==> src/rtl/mips_cache_pkg.sv <==
// Shared types and defaults for the MIPS cache store path.
package mips_cache_pkg;

   localparam int unsigned WB_BUF_BITS = 3;

   typedef struct packed {
      logic [31:0] addr;
      logic [31:0] data;
      logic [3:0]  byteenable;
   } wb_entry_t;

endpackage

==> src/rtl/mips_wb_fifo.sv <==
// In-order entry FIFO for the write buffer: storage, wrapping pointers and
// registered occupancy count.
module mips_wb_fifo
   import mips_cache_pkg::*;
#(
   parameter int unsigned BUF_BITS = WB_BUF_BITS
) (
   input  logic      clk,
   input  logic      rst_n,
   input  logic      push,
   input  logic      pop,
   input  wb_entry_t wr_entry,
   output wb_entry_t rd_entry,
   output logic      full,
   output logic      empty
);

   localparam int unsigned DEPTH = 1 << BUF_BITS;

   wb_entry_t           mem [DEPTH];
   logic [BUF_BITS-1:0] rd_ptr;
   logic [BUF_BITS-1:0] wr_ptr;
   logic [BUF_BITS:0]   count;
   logic                do_push;
   logic                do_pop;

   // Qualify with the pre-edge flags: a push while full is dropped even if a pop frees a slot.
   assign do_push = push && !full;
   assign do_pop  = pop && !empty;

   always_ff @(posedge clk or negedge rst_n) begin
      if (!rst_n) begin
         rd_ptr <= '0;
         wr_ptr <= '0;
         count  <= '0;
      end else begin
         if (do_push) wr_ptr <= wr_ptr + BUF_BITS'(1);
         if (do_pop)  rd_ptr <= rd_ptr + BUF_BITS'(1);
         if (do_push && !do_pop)
            count <= count + (BUF_BITS+1)'(1);
         else if (do_pop && !do_push)
            count <= count - (BUF_BITS+1)'(1);
      end
   end

   always_ff @(posedge clk) begin
      if (do_push) mem[wr_ptr] <= wr_entry;
   end

   assign rd_entry = mem[rd_ptr];
   assign full     = (count == (BUF_BITS+1)'(DEPTH));
   assign empty    = (count == '0);

endmodule

==> src/rtl/mips_cache_writebuffer.sv <==
// Store write buffer draining to an Avalon-MM master port.
// Define MIPS_WB_ASSERT_EN to include simulation protocol checks.
module mips_cache_writebuffer
   import mips_cache_pkg::*;
#(
   parameter int unsigned BUF_BITS = WB_BUF_BITS
) (
   input  logic        clk,
   input  logic        rst,
   input  logic [31:0] addr,
   input  logic        write_en,
   input  logic [31:0] writedata,
   input  logic [3:0]  byteenable,
   input  logic        waitrequest,
   output logic [31:0] write_addr,
   output logic [31:0] write_data,
   output logic [3:0]  write_byteenable,
   output logic        write_writeenable,
   output logic        full,
   output logic        empty
);

   wb_entry_t wr_entry;
   wb_entry_t head;

   assign wr_entry.addr       = addr;
   assign wr_entry.data       = writedata;
   assign wr_entry.byteenable = byteenable;

   mips_wb_fifo #(
      .BUF_BITS (BUF_BITS)
   ) u_fifo (
      .clk      (clk),
      .rst_n    (rst),
      .push     (write_en),
      .pop      (write_writeenable && !waitrequest),
      .wr_entry (wr_entry),
      .rd_entry (head),
      .full     (full),
      .empty    (empty)
   );

   // Storage is never reset, so the head is masked to keep the bus quiet while empty.
   assign write_writeenable = !empty;
   assign write_addr        = empty ? '0 : head.addr;
   assign write_data        = empty ? '0 : head.data;
   assign write_byteenable  = empty ? '0 : head.byteenable;

`ifdef MIPS_WB_ASSERT_EN
   logic [67:0] bus_vec;
   assign bus_vec = {write_addr, write_data, write_byteenable};

   a_no_push_when_full : assert property (
      @(posedge clk) disable iff (!rst) !(write_en && full))
      else $error("write buffer: write_en asserted while full");

   a_stall_stable : assert property (
      @(posedge clk) disable iff (!rst)
      (write_writeenable && waitrequest) |=> $stable(bus_vec))
      else $error("write buffer: bus outputs changed during waitrequest");
`endif

endmodule

==> config.mk <==
export PLATFORM = sky130hd
export DESIGN_NAME = mips_cache_writebuffer
export DESIGN_NICKNAME = d
export VERILOG_FILES = /design/src/rtl/mips_cache_pkg.sv /design/src/rtl/mips_wb_fifo.sv /design/src/rtl/mips_cache_writebuffer.sv
export SDC_FILE = /design/constraint.sdc
export NUM_CORES = 1
export LEC_CHECK = 0
export ABC_CLOCK_PERIOD_IN_PS = 5700
export BUFFER_PORTS_ARGS = -buffer_cell sky130_fd_sc_hd__buf_2
export CELL_PAD_IN_SITES_DETAIL_PLACEMENT = 0
export CELL_PAD_IN_SITES_GLOBAL_PLACEMENT = 1
export CORE_MARGIN = 1
export CORE_UTILIZATION = 40
export DETAILED_ROUTE_END_ITERATION = 10
export PLACE_DENSITY_LB_ADDON = 0.1
export SLEW_MARGIN = 30
export SYNTH_ARGS = -nofsm -noshare
export SYNTH_HDL_FRONTEND = slang
export SYNTH_SLANG_ARGS = --single-unit
==> constraint.sdc <==
create_clock -name clk -period 5.7 [get_ports clk]
set_input_delay 0 -clock clk [delete_from_list [all_inputs] [get_ports clk]]
set_output_delay 0 -clock clk [all_outputs]
set_load 0.1 [all_outputs]
==> After elaboration in Yosys (flattened, before gate mapping) <==
Memory sizes are Yosys's and may differ from the RTL's.
Index checks and enable logic that the tools add are counted.
{ "classes": {"n_addsub": 4, "n_eq_ne": 1, "reduce_logical": 12, "muxes": 7} }
{ "ops": {"columns": ["op", "count"], "rows": [
  ["2-to-1 mux 32 bit", 2],
  ["2-to-1 mux 4 bit", 3],
  ["adder 3 x 1 -> 3 bit, second input constant", 2],
  ["logical AND 1 bit", 5],
  ["logical NOT 1 bit", 5],
  ["adder 4 x 1 -> 4 bit, second input constant", 1],
  ["equality test 4 bit, second input constant", 1],
  ["logical NOT 4 bit", 1],
  ["subtractor 4 x 1 -> 4 bit, second input constant", 1],
  ["2-to-1 mux 1 bit", 2],
  ["nonzero test 2 bit", 1]
]} }
{ "totals": {"regBits": 10, "inputBits": 72, "ram_bits": 544, "n_memories": 1, "output_inout_bits": 71, "wordCells": 28} }
{ "mem_list": {"columns": ["name", "words", "width", "read_ports", "rd_ports_with_merged_regs", "wr", "line_no", "text"], "rows": [
  ["u_fifo.mem", 8, 68, 1, 0, 1, "mips_wb_fifo.sv:20", "wb_entry_t mem [DEPTH];"]
]} }

==> Depth between registers and ports, before layout <==
Gate-level depths: netlist of run 1.
{ "depth": {"depth_word": 7, "ltp_mapped": 10} }

==> By module <==
Synthesis of run 1 repeated with hierarchy kept, for this count alone.
{ "hier_totals": {"hier_cells": 927, "hier_area_um2": 21516.9} }
{ "by_module_without_submodules": {"columns": ["mod", "instances", "area_per_inst_um2", "seq_area_each_um2", "cells_each"], "rows": [
  ["mips_wb_fifo", 1, 21048.9, 16585.9, 850],
  ["mips_cache_writebuffer", 1, 467.9, 0.0, 77]
]} }

==> Worst setup path after synthesis of run 1 <==
Ideal clock, no wire load.
{ "synth_path": {"path_kind": "flip-flop to flip-flop", "start": "register u_fifo.count[3]", "end": "memory u_fifo.mem[1][0] (netlist bit), enable pin", "stages_incl_launch_ff": 4, "setup_slack_ns": -0.279, "synth_period_minus_slack_ns": 5.979, "arrival_ns": 5.401, "setup_time_ns": 0.577, "required_ns": 5.123, "path_cell_list": "dfrtp_1 -> or4b_2 -> nand3_1 -> nor3_1"} }
{ "synth_between": {"elab_chain_len": 5} }
{ "synth_lines": {"columns": ["element", "line_no", "text"], "rows": [
  ["start, declared", "mips_wb_fifo.sv:23", "logic [BUF_BITS:0] count;"],
  ["start signal, assigned", "mips_wb_fifo.sv:40", "count <= count + (BUF_BITS+1)'(1);"],
  ["start signal, assigned", "mips_wb_fifo.sv:42", "count <= count - (BUF_BITS+1)'(1);"],
  ["equality test 4 bit", "mips_wb_fifo.sv:51", "assign full = (count == (BUF_BITS+1)'(DEPTH));"],
  ["logical NOT 1 bit", "mips_wb_fifo.sv:28", "assign do_push = push && !full;"],
  ["logical AND 1 bit", "mips_wb_fifo.sv:28", null],
  ["2-to-1 mux 1 bit", "mips_wb_fifo.sv:47", "if (do_push) mem[wr_ptr] <= wr_entry;"],
  ["2-to-1 mux 1 bit (implied by the code)", "mips_wb_fifo.sv:47", null],
  ["end, declared", "mips_wb_fifo.sv:20", null]
]} }
No other way between the ends.

==> Worst setup path after layout of run 1 <==
{ "layout_path": {"start": "register u_fifo.rd_ptr[0]", "end": "output port write_addr[3]"} }
{ "layout_between": {"elab_chain_len": 2} }
{ "layout_lines": {"columns": ["element", "line_no", "text"], "rows": [
  ["start, declared", "mips_wb_fifo.sv:21", "logic [BUF_BITS-1:0] rd_ptr;"],
  ["start signal, assigned", "mips_wb_fifo.sv:38", "if (do_pop) rd_ptr <= rd_ptr + BUF_BITS'(1);"],
  ["memory (8 x 68 bit)", null, null],
  ["2-to-1 mux 32 bit", "mips_cache_writebuffer.sv:45", "assign write_addr = empty ? '0 : head.addr;"],
  ["end, declared", "mips_cache_writebuffer.sv:15", "output logic [31:0] write_addr,"]
]} }
No other way between the ends.

==> results of run 1 <==
==> what timing repair did <==
item	4_1_cts	5_1_grt
setup buffers	0	0
hold endpoints to repair	560	0
hold buffers	72	0
==> cell type report <==
cell class | count | share of cell area, %
flip-flops and latches | 554 | 66.2
clock inverters | 31 | 0.889
inverters | 5 | 0.0749
clock buffers | 71 | 6.07
multi-input cells | 255 | 16.4
repair buffers | 238 | 6.94
well taps | 680 | 3.40
==> per-layer routing <==
layer / routed length, um / GRT usage (%) / vias to the layer above
met5: 10 / 0 / -
met4: 826 / 4.86 / 2
met3: 1970 / 2.90 / 69
met2: 21900 / 28.2 / 213
met1: 20100 / 23.9 / 5163
li1: - / - / 4232
==> kinds of logic after synthesis <==
family | synth area share [%]
xor+xnor | 0.252
flops | 79.5
buf+inv | 1.16
compound gates | 3.05
simple gates | 0.762
fa+ha+maj | 0.396
mux | 14.9
==> cell usage in the layout (no fill, tap or decap), drive strengths merged, types with 5 or more instances in the layout <==
cell	netlist	layout
buf	22	166
inv	5	7
nor2	8	8
clkinv	0	26
dfrtp	10	10
edfxtp	544	544
clkbuf	24	71
mux4	136	136
dlygate4sd3	0	72
ha	5	5
a22o	68	68
==> per-stage QoR <==
step / utilization [%] / area (um2) / std cells
6_report: 48.7 / 25100 / 1834
5_1_grt: 48.7 / 25100 / 1834
4_1_cts: 48.7 / 25100 / 1834
3_5_place_dp: 44.0 / 22600 / 1660
3_3_place_gp: 43.7 / 22500 / 1656
2_1_floorplan: - / 20900 / 860
==> registers in the layout, summed over array words and instances, names as in the netlist <==
register       cells
u_fifo.count       4
u_fifo.rd_ptr      3
u_fifo.mem       544
u_fifo.wr_ptr      3
==> final timing paths <==
check                                     to  slack [ns]  cells after the start
min in group asynchronous    u_fifo.count[0]        0.46                      3
setup reg to reg             u_fifo.count[3]        2.77                      9
setup / recovery               write_addr[3]        2.47                      5
max in group asynchronous   u_fifo.rd_ptr[1]        4.85                      3
hold / removal             u_fifo.mem[1][30]        0.21                      2
hold reg to reg             u_fifo.wr_ptr[0]        0.54                      1
==> impl_metrics.csv, run 1 <==
group,metric,value,unit
status,status,"complete, no violations",
yosys,yosys.cell_types.count,32,
die,pin_count,143,
setup_path,path_cells,"buf_16, buf_12, mux4_2, a22o_1, buf_2",
cts,cts_resized,0,
die,core,51400,um2
cts,insertion_delay,0.60,ns
cts,clock-root-buffer,"clkbuf_16",
cts,cts_buffers,57,
setup_path,path_delay_family,"buffers and inverters",
yosys,synth-seq-cells,554,
global_routing,grt_start_max_net_pins,75,
detailed_routing,drt_iter0_markers,607,
yosys,synth_flop_cell,"edfxtp_1",
yosys,synthTopCellsByCount,"edfxtp_1, mux4_2, a22o_1",
detailed_routing,remaining_drc_errors,0,
setup_path,crit_path_end_kind,"output port",
yosys,async_flop_share,1.81,%
setup_path,path_class,"reg -> out",
place,gp_congestion,0.675,
sta,fmax,0.310,GHz
sta,fin_setup_tns,0,ns
sta,fin_ws,2.47,ns
sta,layout_min_cycle_time,3.23,ns
global_routing,antenna_found_initial,1,
die,dieHeight,230,um
yosys,yosysSeqAreaShare,79.5,%
setup_path,max_stage_delay,0.76,ns
yosys,netlist_instances,860,
cells_and_area,nFillCells,4272,
worst_hold_path,hp-start,"writedata[26]",
cts,cts_buffer_depth,3,
die,initial_core_util,40.6,%
cts,clk_pin_slew,0.06,ns
setup_path,startpoint,"u_fifo.rd_ptr[0]",
sta,hold_ws,0.208,ns
yosys,syn_area,20900,um2
detailed_routing,routed-via-count,9679,
yosys,synth_most_common_cell,"edfxtp_1",
sta,setup_viol,0,
global_routing,grt_overflow,0,
setup_path,cp.required,5.70,ns
yosys,synth.avg_cell_area,24.3,um2
global_routing,grt.total_usage,17.2,%
global_routing,grt_first_pass_wirelength,67.1,mm
cells_and_area,antenna_cells,0,
cells_and_area,nets,1189,
setup_path,cp-start-kind,"flop",
detailed_routing,drt-total-wl,44.8,mm
die,dieArea,53100,um2
setup_path,path_buf_inv,3,
setup_path,slowest_stage,"dfrtp_4",
yosys,synthTopCellsByArea,"edfxtp_1, mux4_2, a22o_1, dfrtp_1, clkbuf_1",
yosys,syn_nets,938,
setup_path,critPathMaxFanout,50,
place,pre_cts_ws,2.78,ns
die,placementRows,83,
cts,cts_max_level,2,
detailed_routing,drt-pass1-iter-count,4,
sta,drv_slew,0,
sta,slew_headroom,50.0,%
cells_and_area,drive_above_1_share,34.5,%
detailed_routing,ant_nets,0,
place,io_buffers,142,
yosys,synth_top_area_share,78.3,%
cells_and_area,ff_latch_area,16600,um2
sta,hold_viol,0,
sta,fin_skew,0.0159,ns
worst_hold_path,min_path_type,"in -> reg",
cts,clock_sinks,554,
yosys,yosysWarnings,0,
detailed_routing,wl_per_cell,24.4,um
die,die_w,230,um
cts,cts_tree,"yes",
place,place_hpwl,23.2,mm
sta,period_share,56.6,%
setup_path,worstPathArrival,3.23,ns
sta,worst_pin_slew,0.750,ns
sta,rsz0062_at_grt,"no",
setup_path,r2r_start,"u_fifo.count[0]",
global_routing,grt_pass1_vias,10500,
cells_and_area,multiInputGateArea,4110,um2
detailed_routing,vias_per_cell,5.28,
cells_and_area,area_growth,20.1,%
flow_run,cap_violations,0,
yosys,synth_area_leader_cell,"edfxtp_1",
yosys,synth_edf_count,544,
Power of run 1 is left out: the tool's default activity adds up to more than one toggle a clock period on the data nets, which glitch-free logic cannot reach.
==> run 2, diff against run 1 <==
--- a/config.mk
+++ b/config.mk
@@ -5,7 +5,8 @@
 export SDC_FILE = /design/constraint.sdc
 export NUM_CORES = 1
 export LEC_CHECK = 0
-export ABC_CLOCK_PERIOD_IN_PS = 5700
+export ABC_AREA = 1
+export ABC_CLOCK_PERIOD_IN_PS = 3300
 export BUFFER_PORTS_ARGS = -buffer_cell sky130_fd_sc_hd__buf_2
 export CELL_PAD_IN_SITES_DETAIL_PLACEMENT = 0
 export CELL_PAD_IN_SITES_GLOBAL_PLACEMENT = 1
==> constraint.sdc (replaced) <==
create_clock -name clk -period 3.3 [get_ports clk]
set_input_delay 0 -clock clk [delete_from_list [all_inputs] [get_ports clk]]
set_output_delay 0 -clock clk [all_outputs]
set_load 0.1 [all_outputs]
==> impl_metrics.csv, run 2 <==
group,metric,value,unit
status,status,"complete, no violations",
detailed_routing,wl_per_cell,16.8,um
cts,cts_tree,"yes",
cts,cts_buffers,61,
sta,period_share,87.9,%
yosys,yosysSeqAreaShare,68.1,%
global_routing,grt_start_max_net_pins,138,
setup_path,crit_end,"write_data[16]",
sta,layout_min_cycle_time,2.90,ns
setup_path,path_delay_family,"flip-flops",
cts,cts_max_level,2,
sta,drv_slew,0,
yosys,synth_edf_count,544,
cts,cts_buffer_depth,3,
sta,fin_skew,0.0231,ns
yosys,synth_most_common_cell,"nand2_1",
cells_and_area,drive_above_1_share,10.4,%
detailed_routing,drt_iter0_markers,889,
yosys,yosys.cell_types.count,18,
place,place_area,26100,um2
global_routing,grt_pass1_vias,15800,
setup_path,path_class,"reg -> out",
die,pin_count,143,
cells_and_area,top_regs,"u_fifo.mem (544), u_fifo.count (4)",
sta,worst_pin_slew,0.937,ns
detailed_routing,vias_per_cell,4.58,
sta,slew_headroom,37.5,%
setup_path,r2r_start,"u_fifo.count[0]",
cts,clock_sinks,554,
setup_path,crit_path_frequent_cell,"nor2_1",
setup_path,reg2reg_depth,6,
setup_path,critPathMaxFanout,64,
setup_path,cp-start-kind,"flop",
sta,rsz0062_at_grt,"no",
place,place_hpwl,31.4,mm
yosys,synth_flop_cell,"edfxtp_1",
setup_path,crit_cells,4,
cells_and_area,mostFrequentLayoutCells,"nand2_1, inv_1, edfxtp_1, nand3_1, buf_2",
cts,cts_setup_buffers,0,
global_routing,antenna_found_initial,3,
yosys,synth-xor-area-share,0.180,%
cts,cts_resized,0,
sta,setup_viol,0,
detailed_routing,drt-pass1-iter-count,5,
sta,hold_viol,0,
cells_and_area,nets,2724,
die,dieHeight,249,um
cts,clk_pin_slew,0.06,ns
setup_path,path_cells,"buf_4, nor2_1, nor2_1, buf_2",
cts,clock-root-buffer,"clkbuf_16",
global_routing,grt_overflow,0,
setup_path,cp.required,3.30,ns
die,placementRows,90,
yosys,synthTopCellsByCount,"nand2_1, inv_1, edfxtp_1",
global_routing,grt_first_pass_wirelength,91.6,mm
place,io_buffers,142,
setup_path,path_buf_inv,2,
cells_and_area,largest_register,"u_fifo.mem",
detailed_routing,remaining_drc_errors,0,
setup_path,crit_path_end_kind,"output port",
die,dieArea,61900,um2
yosys,synth_compound_area_share,0.103,%
yosys,yosysWarnings,0,
cells_and_area,area_growth,17.3,%
worst_hold_path,hp-start,"writedata[25]",
yosys,synth-seq-cells,554,
cells_and_area,final_common_cell,"nand2_1",
detailed_routing,routed-via-count,15900,
yosys,syn_area,24400,um2
global_routing,grt.total_usage,19.1,%
setup_path,startpoint,"u_fifo.rd_ptr[2]",
yosys,yosys.area_share.simple,20.2,%
detailed_routing,ant_nets,0,
cells_and_area,fin_area,28600,um2
yosys,synthTopCellsByArea,"edfxtp_1, nand2_1, inv_1, nand3_1, nor2_1",
setup_path,reg2reg_slack,0.96,ns
cells_and_area,largest_reg_flops,544,
flow_run,cap_violations,0,
yosys,synth_top_area_share,67.1,%
yosys,synth.avg_cell_area,9.99,um2
yosys,synth_area_leader_cell,"edfxtp_1",
cts,insertion_delay,0.62,ns
setup_path,slowest_stage,"dfrtp_4",
yosys,netlist_instances,2437,
setup_path,worstPathArrival,2.90,ns
die,core,60200,um2
yosys,synthMuxAreaShare,0,%
detailed_routing,drt-total-wl,58.4,mm
worst_hold_path,min_path_type,"in -> reg",
place,gp_congestion,0.735,
setup_path,rr_endpoint,"u_fifo.mem[4][55]",
die,die_w,249,um
yosys,synth_top_family_by_area,"simple AND/OR/NAND/NOR gates",
yosys,synthAdderAreaFrac,0.339,%
sta,fmax,0.345,GHz
setup_path,max_stage_delay,1.02,ns
die,initial_core_util,40.4,%
yosys,async_flop_share,1.81,%
yosys,syn_nets,2515,
## run 2: cell count changes in the layout (fill, tap and decap cells not counted), sizes merged, moves of 8 or more
| cell | delta |
|---|---|
| inv | +552 |
| clkinv | +8 |
| a22o | -68 |
| nor2 | +139 |
| nand2 | +701 |
| buf | +20 |
| mux4 | -136 |
| nand3 | +340 |
## run 2: cells by family after synthesis
kind of cell	count (synthesis)
buffers and inverters	669
AND/OR/NAND/NOR	1198
XOR/XNOR	5
flip-flops	554
AO/OA/AOI/OAI	5
adder cells (fa/ha/maj)	6
## run 2: how the worst min path moves through the flow
| stage | cells past startpoint | endpoint | slack (ns) |
|---|---|---|---|
| global route | 2 | u_fifo.mem[6][29] | 0.19 |
| detailed placement | 1 | u_fifo.count[3] | -0.11 |
| CTS | 2 | u_fifo.mem[6][46] | 0.16 |
| global placement | 1 | u_fifo.count[1] | -0.11 |
| finish | 2 | u_fifo.mem[1][29] | 0.20 |
| floorplan | 0 | u_fifo.count[0] | -0.30 |
## run 2: layout make-up
cell class | instances | area (um2)
Fill cell | 5598 | 31700
Sequential cell | 554 | 16600
Multi-Input combinational cell | 1214 | 5160
Inverter | 557 | 2100
Timing Repair Buffer | 258 | 1950
Clock buffer | 72 | 1570
Tap cell | 782 | 978
Clock inverter | 39 | 226
Antenna cell | 1 | 2.50
## run 2: layer usage
metal | global-route usage, % | wire [um] | vias to the layer above
met5 | 0 | 26 | -
met4 | 4.19 | 818 | 4
met3 | 3.08 | 2290 | 69
met2 | 31.2 | 27400 | 257
met1 | 26.7 | 27900 | 7554
li1 | - | - | 8032
## run 2: what timing repair did
item | 4_1_cts | 5_1_grt
hold buffers | 72 | 0
setup endpoints to repair | 0 | 0
hold endpoints to repair | 560 | 0
## run 2: per-stage QoR
stage / setup TNS [ns] / std cells / worst slack (ns) / hold slack [ns] / utilization (%)
3_5_place_dp: 0 / 3293 / 0.907 / -0.106 / 43.3
4_1_cts: 0 / 3476 / 0.306 / 0.156 / 47.4
5_1_grt: 0 / 3477 / 0.240 / 0.194 / 47.4
2_1_floorplan: -276.32 / 2437 / -1.02 / -0.296 / -
6_report: 0 / 3477 / 0.401 / 0.204 / 47.4
3_3_place_gp: 0 / 3293 / 0.884 / -0.113 / 43.3
## run 2: worst register-to-register path, cell delays in order (launching register included)
cell and delay (ns):
dfrtp_1 0.42, nor2_1 0.12, nand3_1 0.10, nand2_1 0.11, or2_2 0.40, nor2_4 0.41, buf_4 0.42
Power of run 2 is left out for the same reason.
